**src/rtl/cp0_param_intc_pkg.sv**
```systemverilog
// CP0 register addresses, field positions, exception codes and vectors.
package cp0_param_intc_pkg;

  typedef enum logic [7:0] {
    A_BADVADDR = 8'h40,
    A_COUNT    = 8'h48,
    A_COMPARE  = 8'h58,
    A_STATUS   = 8'h60,
    A_CAUSE    = 8'h68
  } cp0_addr_e;

  localparam int ST_BEV = 22;
  localparam int ST_IM  = 8;
  localparam int ST_EXL = 1;
  localparam int ST_IE  = 0;

  localparam int CA_BD = 31;
  localparam int CA_TI = 30;
  localparam int CA_IP = 8;
  localparam int CA_EC = 2;

  localparam logic [4:0] EXC_ADEL = 5'd4;
  localparam logic [4:0] EXC_ADES = 5'd5;

  localparam logic [31:0] VEC_BOOT = 32'hBFC0_0380;
  localparam logic [31:0] VEC_NORM = 32'h8000_0180;

  typedef struct packed {
    logic       bev;
    logic [7:0] im;
    logic       exl;
    logic       ie;
  } status_t;

  function automatic logic [31:0] status_word(status_t s);
    logic [31:0] w;
    w = '0;
    w[ST_BEV] = s.bev;
    w[ST_IM +: 8] = s.im;
    w[ST_EXL] = s.exl;
    w[ST_IE] = s.ie;
    return w;
  endfunction

  function automatic logic is_addr_exc(logic [4:0] c);
    return (c == EXC_ADEL) || (c == EXC_ADES);
  endfunction

endpackage

```
**src/rtl/cp0_int_sync.sv**
```systemverilog
// Synchroniser chain for the hardware interrupt lines.
module cp0_int_sync #(
  parameter int W      = 6,
  parameter int STAGES = 1
) (
  input  logic         clk,
  input  logic         resetn,
  input  logic [W-1:0] d,
  output logic [W-1:0] q
);

  if (STAGES == 0) begin : g_direct
    assign q = d;
  end else begin : g_chain
    logic [W-1:0] chain [STAGES];

    always_ff @(posedge clk) begin
      if (!resetn) begin
        for (int i = 0; i < STAGES; i++) chain[i] <= '0;
      end else begin
        chain[0] <= d;
        for (int i = 1; i < STAGES; i++) chain[i] <= chain[i-1];
      end
    end

    assign q = chain[STAGES-1];
  end

endmodule

```
**src/rtl/cp0_param_intc.sv**
```systemverilog
// CP0 timer, status/cause/EPC/BadVAddr and interrupt arbitration.
// Timer interrupt on Cause.TI/IP[7] enabled by CP0_TIMER_INT_EN.
module cp0_param_intc
  import cp0_param_intc_pkg::*;
#(
  parameter int NUM_HW_INT      = 6,
  parameter int COUNT_DIV       = 2,
  parameter int INT_SYNC_STAGES = 1
) (
  input  logic                  clk,
  input  logic                  resetn,
  input  logic [NUM_HW_INT-1:0] ext_int,
  input  logic                  wen,
  input  logic [7:0]            addr,
  input  logic [31:0]           wdata,
  output logic [31:0]           rdata,
  input  logic                  exc_valid,
  input  logic [4:0]            exc_excode,
  input  logic                  exc_bd,
  input  logic [31:0]           exc_epc,
  input  logic [31:0]           exc_badvaddr,
  input  logic                  exc_eret,
  output logic                  int_req,
  output logic [31:0]           exc_target,
  output logic [31:0]           epc
);

  localparam int DW = (COUNT_DIV > 1) ? $clog2(COUNT_DIV) : 1;
  localparam logic [DW-1:0] DIV_LAST = DW'(COUNT_DIV - 1);

  logic [31:0]           count_q;
  logic [31:0]           compare_q;
  logic [31:0]           badvaddr_q;
  logic [31:0]           epc_q;
  logic [DW-1:0]         div_q;
  status_t               st_q;
  logic                  bd_q;
  logic                  ti_q;
  logic [1:0]            ip_sw_q;
  logic [5:0]            ip_hw_q;
  logic [4:0]            ec_q;
  logic [NUM_HW_INT-1:0] int_sync;
  logic [5:0]            hw_pad;
  logic [7:0]            ip;

  logic wr_count, wr_compare, wr_status, wr_cause;
  logic exc, eret;

  cp0_int_sync #(
    .W      (NUM_HW_INT),
    .STAGES (INT_SYNC_STAGES)
  ) u_sync (
    .clk    (clk),
    .resetn (resetn),
    .d      (ext_int),
    .q      (int_sync)
  );

  assign hw_pad = 6'(int_sync);

  assign wr_count   = wen && (addr == A_COUNT);
  assign wr_compare = wen && (addr == A_COMPARE);
  assign wr_status  = wen && (addr == A_STATUS);
  assign wr_cause   = wen && (addr == A_CAUSE);
  assign exc        = exc_valid && !exc_eret;
  assign eret       = exc_valid && exc_eret;

  always_ff @(posedge clk) begin
    if (!resetn) begin
      count_q    <= '0;
      compare_q  <= '0;
      badvaddr_q <= '0;
      epc_q      <= '0;
      div_q      <= '0;
      st_q       <= '{bev: 1'b1, im: 8'h00, exl: 1'b0, ie: 1'b0};
      bd_q       <= 1'b0;
      ip_sw_q    <= '0;
      ip_hw_q    <= '0;
      ec_q       <= '0;
    end else begin
      if (wr_count) begin
        count_q <= wdata;
        div_q   <= '0;
      end else if (div_q == DIV_LAST) begin
        count_q <= count_q + 32'd1;
        div_q   <= '0;
      end else begin
        div_q <= div_q + DW'(1);
      end

      if (wr_compare) compare_q <= wdata;

      if (wr_status) begin
        st_q.bev <= wdata[ST_BEV];
        st_q.im  <= wdata[ST_IM +: 8];
        st_q.exl <= wdata[ST_EXL];
        st_q.ie  <= wdata[ST_IE];
      end

      if (wr_cause) ip_sw_q <= wdata[CA_IP +: 2];
      ip_hw_q <= hw_pad;

      // Later assignments let the exception override an mtc0 on EXL.
      if (exc) begin
        if (!st_q.exl) begin
          epc_q <= exc_epc;
          bd_q  <= exc_bd;
        end
        ec_q     <= exc_excode;
        st_q.exl <= 1'b1;
        if (is_addr_exc(exc_excode)) badvaddr_q <= exc_badvaddr;
      end else if (eret) begin
        st_q.exl <= 1'b0;
      end
    end
  end

`ifdef CP0_TIMER_INT_EN
  always_ff @(posedge clk) begin
    if (!resetn) begin
      ti_q <= 1'b0;
    end else if (wr_compare) begin
      ti_q <= 1'b0;
    end else if (count_q == compare_q) begin
      ti_q <= 1'b1;
    end
  end
`else
  assign ti_q = 1'b0;
`endif

  assign ip = {ip_hw_q[5] | ti_q, ip_hw_q[4:0], ip_sw_q};

  always_comb begin
    rdata = '0;
    case (addr)
      A_BADVADDR: rdata = badvaddr_q;
      A_COUNT:    rdata = count_q;
      A_COMPARE:  rdata = compare_q;
      A_STATUS:   rdata = status_word(st_q);
      A_CAUSE: begin
        rdata[CA_BD] = bd_q;
        rdata[CA_TI] = ti_q;
        rdata[CA_IP +: 8] = ip;
        rdata[CA_EC +: 5] = ec_q;
      end
      default:    rdata = '0;
    endcase
  end

  assign int_req    = (|(ip & st_q.im)) & st_q.ie & ~st_q.exl;
  assign exc_target = st_q.bev ? VEC_BOOT : VEC_NORM;
  assign epc        = epc_q;

endmodule

```
**config.mk**
```make
export PLATFORM = sky130hd
export DESIGN_NAME = cp0_param_intc
export DESIGN_NICKNAME = d
export VERILOG_FILES = /design/src/rtl/cp0_param_intc_pkg.sv /design/src/rtl/cp0_int_sync.sv /design/src/rtl/cp0_param_intc.sv
export SDC_FILE = /design/constraint.sdc
export NUM_CORES = 1
export LEC_CHECK = 0
export CORE_MARGIN = 4
export CORE_UTILIZATION = 51
export DETAILED_ROUTE_END_ITERATION = 8
export PLACE_DENSITY = 0.83
export SKIP_LAST_GASP = 1
export SYNTH_ARGS = -nofsm -noshare
export SYNTH_HDL_FRONTEND = slang
export SYNTH_SLANG_ARGS = --single-unit
```
**constraint.sdc**
```tcl
create_clock -name clk -period 6.5 [get_ports clk]
set_clock_uncertainty 0.05 [all_clocks]
set_input_delay 1.95 -clock clk [delete_from_list [all_inputs] [get_ports clk]]
set_output_delay 1.95 -clock clk [all_outputs]
set_load 0.005 [all_outputs]
```
; ---- Yosys cells after proc, flatten, opt, wreduce, memory -nomap -nowiden
; Memories as Yosys holds them, arrays and structs flattened. A register that Yosys moved wholly into a read port is not among the register bits.
; Cells that the tools add are included.
[totals]
ff_bits = 148
ramBits = 6
in_bits = 121
out_inout_bits = 97
wordCells = 59
n_memories = 1
[op_classes]
n_addsub = 2
n_eq_ne = 7
muxes = 16
bitwise = 5
reduce_logical = 16
[mem_list]
columns = name, depth, word_bits, read_ports, rd_clocked_by_memory_dff, write_ports, line
row1 = u_sync.g_chain.chain, 1, 6, 1, 1, 1, cp0_int_sync.sv:15  ; logic [W-1:0] chain [STAGES];
[op_table]
columns = operator, n
row1 = $mux 32, 2
row2 = $pmux 14 s4, 1
row3 = $eq 8x7->1 const B, 5
row4 = $pmux 8 s5, 1
row5 = $add 32x1->32 const B, 1
row6 = $mux 30, 1
row7 = $pmux 5 s4, 1
row8 = $pmux 2 s4, 2
row9 = $eq 5x3->1 const B, 2
row10 = $and 8x8->8, 1
row11 = $reduce_or 8->1, 1
row12 = $logic_and 1x1->1, 6
row13 = $mux 6, 1
row14 = $reduce_or 6->1, 1
row15 = $mux 1, 5
row16 = $reduce_and 2->1, 2
row17 = $pmux 1 s3, 1
row18 = $reduce_bool 3->1, 1
row19 = $reduce_or 3->1, 1
row20 = $and 1x1->1, 2
row21 = $logic_not 1->1, 2
row22 = $mux 2, 1
row23 = $not 1->1, 2
row24 = $reduce_bool 2->1, 1
row25 = other kinds (2), 2

; ---- Longest topological paths before layout
; Gate-level depths: netlist (run 1).
[logic_depth]
depth_word = 5
ltp_mapped = 8
depth_no_buf = 6

; ---- Modules after synthesis
; From an unflattened synthesis (run 1), not the netlist that was laid out.
[hier_totals]
hier_cells = 897
area_unflattened_um2 = 7309.5
[modules_own_cells]
columns = module, instances, cells_each, area_each_um2, seq_area_each_um2
row1 = cp0_param_intc, 1, 885, 7151.9, 3083.0
row2 = cp0_int_sync, 1, 12, 157.7, 120.1

; ---- Least setup slack after synthesis (run 1)
; No wires, ideal clock.
[synth_timing]
path_kind = input-to-output
startpoint = input addr[2]
endpoint = output rdata[10]
t_arrival_ns = 3.351
t_required_ns = 4.500
slack_ns = 1.149
cell_stages = 6
path_buffers = 2
path_cell_list = or3_1 > clkbuf_1 > nor3_1 > clkbuf_1 > a22oi_1 > o21ai_1
[synth_via]
elab_chain_len = 2
word_cells_on_any_way = 6
cone_classes = 5 x eq/ne / 1 x mux
[synth_rtl]
columns = element, line
row1 = from (decl), cp0_param_intc.sv:14  ; input logic [7:0] addr,
row2 = $eq 8x7->1, cp0_param_intc.sv:136  ; case (addr)
row3 = $pmux 8 s5 *, cp0_param_intc.sv:136
row4 = to (decl), cp0_param_intc.sv:16  ; output logic [31:0] rdata,
; Mark *: on every way between the ends. The rest lies on a longest branch, timed or not.

; ---- Final worst setup path (run 1)
[layout_timing]
startpoint = input addr[2]
endpoint = output rdata[2]
[layout_via]
elab_chain_len = 2
word_cells_on_any_way = 5
cone_classes = 4 x eq/ne / 1 x mux
[layout_rtl]
columns = element, line
row1 = $eq 8x7->1, cp0_param_intc.sv:136
row2 = $pmux 5 s4 *, cp0_param_intc.sv:136
; Marked as above.

==> results of run 1 <==
## critical path, stage by stage
cell             delay [ns]
clkdlybuf4s50_1        0.39
or3_1                  0.40
or3_1                  0.46
nor2_1                 0.21
buf_4                  0.18
a22oi_1                0.08
o21ai_0                0.09
clkdlybuf4s50_1        0.54
## timing repair
item | CTS | global route
setup endpoints to repair | 0 | 3
buffers inserted | 0 | 0
endpoints found under the hold margin | 0 | 0
resized for setup | 0 | 1
## cells in the final DEF (no fill, tap or decap), types with 3 or more instances in the layout
master | netlist | final
nand4_1 | 10 | 10
buf_4 | 37 | 17
a21oi_1 | 148 | 148
inv_1 | 9 | 9
clkbuf_8 | 0 | 3
and2_1 | 17 | 17
nand3_1 | 10 | 10
nand2_1 | 237 | 237
mux2_2 | 7 | 7
clkbuf_16 | 0 | 17
and4_1 | 6 | 6
nor2_1 | 60 | 60
nor3_1 | 8 | 7
o21ai_1 | 14 | 14
clkbuf_1 | 48 | 4
o21ai_0 | 26 | 26
clkdlybuf4s50_1 | 0 | 194
a22oi_1 | 30 | 30
xor2_1 | 7 | 7
nor4_1 | 10 | 10
or3_1 | 4 | 3
dfxtp_1 | 160 | 160
conb_1 | 2 | 23
clkinv_2 | 0 | 7
mux2i_1 | 24 | 24
xnor2_1 | 24 | 24
a211oi_2 | 8 | 8
## kinds of logic after synthesis
kind of cell | Yosys count
AND/OR/NAND/NOR | 372
AO/OA/AOI/OAI | 232
flip-flops | 160
buffers and inverters | 107
XOR/XNOR | 31
multiplexers | 31
other | 2
adder cells (fa/ha/maj) | 1
## registers in the layout, indices dropped and copies added, names as in the netlist
name / flops
ip_sw_q: 2
epc: 32
ip_hw_q: 6
st_q: 11
ec_q: 5
badvaddr_q: 32
bd_q: 1
u_sync.g_chain.chain: 6
count_q: 32
compare_q: 32
div_q: 1
## through the flow
stage	hold slack, ns	instances	cell area (um2)	util
3_5_place_dp	0.368	1252	9170	0.658
4_1_cts	0.381	1283	9710	0.697
2_1_floorplan	0.362	957	7390	-
6_report	0.382	1283	9720	0.698
5_1_grt	0.391	1283	9720	0.698
3_3_place_gp	0.365	1252	9170	0.658
## report_power, final
| part | internal (mW) | total (mW) | switching [mW] |
|---|---|---|---|
| clock | 0.551 | 0.919 | 0.369 |
| combinational | 0.103 | 0.185 | 0.0820 |
| sequential | 1.00 | 1.01 | 0.0119 |
| total | 1.65 | 2.12 | 0.463 |
## area by class of cell
cell class	count	area [um2]	area share
Multi-Input combinational cell	690	3620	0.373
Tap cell	180	225	0.0232
Clock buffer	24	482	0.0496
Timing Repair Buffer	212	2090	0.215
Inverter	10	38.8	0.00399
Clock inverter	7	60.1	0.00618
Sequential cell	160	3200	0.330
## routing by layer
layer / routed length, um / vias up / track usage
met4: 336 / 0 / 0.0762
met1: 8940 / 3303 / 0.328
met3: 1500 / 31 / 0.0554
met5: 0 / - / 0
met2: 10800 / 266 / 0.441
li1: - / 3433 / -
## worst max-delay path by stage
stage          startpoint  depth (start not counted)         to  slack, ns
2_1_floorplan     addr[2]                          6  rdata[10]       1.15
3_3_place_gp      addr[2]                          7  rdata[15]       0.20
3_5_place_dp      addr[2]                          7  rdata[12]       0.14
4_1_cts           addr[2]                          7  rdata[12]       0.13
5_1_grt           addr[2]                          8   rdata[4]       0.06
6_report          addr[2]                          8   rdata[2]       0.19
==> results.cfg, run 1 <==
[status]
status = finished, final reports clean

[floorplanning]
die_h_um = 128
coreArea_um2 = 13900
initial_utilization = 0.524
fp.dieW_um = 128
io_pins = 218
dieArea_um2 = 16300
rows = 43

[sta]
period_share = 0.971
period_minus_slack_ns = 6.31
rsz0062_at_grt = false
tightest_slew_ns = 1.17
tns_ns = 0
finalSetupViolCount = 0
drv_slew = 0
hold_viol_final = 0
setup_slack_ns = 0.191
timing.fmax_mhz = 159
relSlewSlack = 0.217

[global_route]
grtUsageTotal = 0.258
grt_overflow = 0
grt_pass1_wl_um = 33800
grt_max_degree = 75
grt_antenna_before_repair = 0
first_global_vias = 6654

[clock_network]
root_buffer = clkbuf_16
cts.reportedPaths.clkPinSlew_ns = 0.06
hold_buffers = 0
clock_latency_ns = 0.42
h-tree-depth = 4
cts_buffers = 17
clock_sinks = 160
cts_tree = built
ctsLongestPathBuffers = 2

[setup_path]
r2r_setup_slack_ns = 4.10
cp.arrival_ns = 4.31
cp-end-kind = primary output
criticalPathCategory = input pin to primary output
cp.required_ns = 4.50
r2r-start = count_q[9]
r2r-end = count_q[28]
cp-start-kind = input pin
worstPathMaxFanout = 5
rr_worst_depth = 5

[synthesis]
synth_compound_area_frac = 0.180
synth_top_area_cell = dfxtp_1
synth_flop_cell = dfxtp_1
ys_top_cells_by_count = nand2_1, dfxtp_1, a21oi_1
muxShareOfSynthArea = 0.0437
yosys.area_share.simple = 0.219
synth_top_family_by_area = simple AND/OR/NAND/NOR gates
ys_top_cells_by_area = dfxtp_1, nand2_1, a21oi_1
synth.avg_cell_area_um2 = 7.81
yosys.area_share.adder = 0.00171
synthCells = 936
yosysWarnings = 0
ys_seq_area_frac = 0.438
post-synth-top-count-cell = nand2_1
synth_xor_area_frac = 0.0372
yosysTopAreaCellShare = 0.438
yosys_register_bits = 160
async_flop_share = 0
synth_edf_count = 0
synthDistinctLibCells = 41
syn_area_um2 = 7310

[power_and_ir_drop]
p_leak_nw = 3.28
power-per-cell-area_nw_per_um2 = 218
finalPower_mw = 2.12
irDropWorstVdd_v = 0.000154

[route]
drc = 0
num_vias = 7033
avgRoutedWirePerCell_um = 16.8
wirelength_um = 21500
dr.pass1.iters = 7
ant_nets = 0
drt_iter0_drc = 681
viasPerCell = 5.48

[placed_design]
place_ws_ns = 0.141
io_buffer_count = 194
dp.final_hpwl_um = 15000
gp_congestion = 0.832

[cells_and_area]
drive_above_1_share = 0.0598
antenna_cells = 0
nets = 1213
area_growth_pct = 33.0
fillers = 1146

[worst_hold_path]
hold_start = u_sync.g_chain.chain[0][1]
holdPathStages = 1
hold_path_end = ip_hw_q[1]
min_path_type = flip-flop to flip-flop

[flow_run]
drv_cap = 0
Power figures use the tool's default switching activity.
==> run 2: changes to the inputs <==
--- a/config.mk
+++ b/config.mk
@@ -9,7 +9,7 @@
 export CORE_UTILIZATION = 51
 export DETAILED_ROUTE_END_ITERATION = 8
 export PLACE_DENSITY = 0.83
-export SKIP_LAST_GASP = 1
 export SYNTH_ARGS = -nofsm -noshare
 export SYNTH_HDL_FRONTEND = slang
+export SYNTH_HIERARCHICAL = 1
 export SYNTH_SLANG_ARGS = --single-unit
==> run 2 against run 1 <==
  * Wire length decreased by 3.0%
  * Die area hardly changed
  * Sequential cell count did not move
  * Synthesized cell count shrank 4.2%
  * Global-route usage is 0.80 points lower
  * Non-clock buffer count down 1
  * Critical endpoint is now rdata[5]
  * Largest cell class unchanged
  * Largest power group is now clock
  * Highest routed layer unchanged
==> results.cfg, run 2 <==
[status]
status = finished, final reports clean

[floorplanning]
fp.dieW_um = 128
rows = 43
initial_utilization = 0.525
coreArea_um2 = 13900
dieArea_um2 = 16300
die_h_um = 128
io_pins = 218

[setup_path]
worstPathMaxFanout = 34
r2r_setup_slack_ns = 4.47
endpoint = rdata[5]
criticalPathCategory = input pin to primary output
crit_start = addr[1]
cp-end-kind = primary output
r2r-start = count_q[1]
rr_worst_depth = 6
cp.required_ns = 4.50
cp.arrival_ns = 4.22
r2r-end = count_q[20]
cp-start-kind = input pin

[synthesis]
ys_top_cells_by_count = nand2_1, dfxtp_1, a21oi_1
async_flop_share = 0
yosysTopAreaCellShare = 0.438
yosysWarnings = 6
synthDistinctLibCells = 56
syn_area_um2 = 7310
synth.avg_cell_area_um2 = 8.15
ys_top_cells_by_area = dfxtp_1, nand2_1, a21oi_1
ys_seq_area_frac = 0.438
yosys_register_bits = 160
synth_top_area_cell = dfxtp_1
synth_flop_cell = dfxtp_1
synthCells = 897
post-synth-top-count-cell = nand2_1
synth_edf_count = 0

[clock_network]
cts_resized = 0
ctsLongestPathBuffers = 2
post_cts_buffers = 0
hold_buffers = 0
cts.reportedPaths.clkPinSlew_ns = 0.06
cts_buffers = 17
root_buffer = clkbuf_16
h-tree-depth = 4
clock_latency_ns = 0.42
clock_sinks = 160
cts_tree = built

[power_and_ir_drop]
p_leak_nw = 3.44
power-per-cell-area_nw_per_um2 = 228
irDropWorstVdd_v = 0.000157

[placed_design]
gp_congestion = 0.875
dp.final_hpwl_um = 13900
io_buffer_count = 194
dp_cells = 1208
place_ws_ns = 0.297

[cells_and_area]
fillers = 1102
final_cell_mix = nand2_1, clkdlybuf4s50_1, dfxtp_1
final_common_cell = nand2_1
area_growth_pct = 33.6
antenna_cells = 0
nets = 1169
drive_above_1_share = 0.0689
finish.utilization = 0.701
stdcell_count = 1239

[sta]
timing.fmax_mhz = 161
period_minus_slack_ns = 6.22
relSlewSlack = 0.212
setup_slack_ns = 0.282
whs_ns = 0.382
rsz0062_at_grt = false
finalSetupViolCount = 0
period_share = 0.957
tns_ns = 0
tightest_slew_ns = 1.18
drv_slew = 0
hold_viol_final = 0

[global_route]
grt_max_degree = 106
first_global_vias = 6476
grtUsageTotal = 0.250
grt_overflow = 0
grt_pass1_wl_um = 32700
grt_antenna_before_repair = 0

[route]
drt_iter0_drc = 703
wirelength_um = 20900
viasPerCell = 5.44
drc = 0
avgRoutedWirePerCell_um = 16.9
ant_nets = 0
dr.pass1.iters = 5
num_vias = 6738

[worst_hold_path]
hold_start = u_sync/g_chain.chain[0][3]
min_path_type = flip-flop to flip-flop

[flow_run]
drv_cap = 0
run 2: cell types whose count changed after synthesis, moves of 7 or more:
cell and change:
a211oi_1 +7, a21oi_1 -18, a221o_1 +9, a22oi_1 -12, and3_1 +7, buf_2 +15
mux2_2 -7, mux2i_1 -7, nand2_1 +10, nand3_1 +9, nor2_1 -26, nor4_1 -9
nor4_2 +9, o21ai_0 -12
run 2: through the flow:
step	total power, mW	instance area [um2]
detailed placement	1.21	9160
global route	2.29	9760
CTS	2.23	9760
floorplan	1.10	7390
global placement	1.21	9160
finish	2.22	9760
run 2: report_power, final:
part | total [mW] | internal, mW | switching (mW)
clock network | 1.03 | 0.653 | 0.382
logic | 0.178 | 0.103 | 0.0753
registers | 1.01 | 0.999 | 0.0118
run 2: cell families after synthesis:
family          after synthesis  synth area share
simple gates                365             0.234
compound gates              205             0.166
fa+ha+maj                     1           0.00171
xor+xnor                     31            0.0371
other cells                   2           0.00103
mux                          24            0.0433
buf+inv                     109            0.0786
flops                       160             0.438
run 2: layout make-up:
| type | instances | area, um2 | share of cell area |
|---|---|---|---|
| Tap cell | 180 | 225 | 0.0231 |
| Clock buffer | 26 | 509 | 0.0522 |
| Multi-Input combinational cell | 649 | 3610 | 0.370 |
| Timing Repair Buffer | 211 | 2080 | 0.213 |
| Clock inverter | 5 | 100 | 0.0103 |
| Inverter | 8 | 31.3 | 0.00320 |
| Sequential cell | 160 | 3200 | 0.328 |
run 2: worst min path at each step:
stage	slack (ns)	cells past startpoint	to
floorplan	0.36	1	ip_hw_q[0]
global placement	0.37	1	ip_hw_q[2]
detailed placement	0.37	1	ip_hw_q[3]
CTS	0.38	1	ip_hw_q[3]
global route	0.40	1	ip_hw_q[3]
finish	0.38	1	ip_hw_q[3]
run 2: critical path, cell delays in order:
cell and delay (ns):
clkdlybuf4s50_1 0.42, nor3_1 0.54, and3_1 0.31, buf_12 0.23
a22oi_1 0.09, o21ai_0 0.12, clkdlybuf4s50_1 0.55
run 2: routing by layer:
metal / share of wire / up-vias / GRT usage
li1: - / 3297 / -
met1: 0.42 / 3115 / 0.322
met2: 0.47 / 290 / 0.409
met3: 0.085 / 36 / 0.0696
met4: 0.020 / 0 / 0.0787
met5: 0 / - / 0
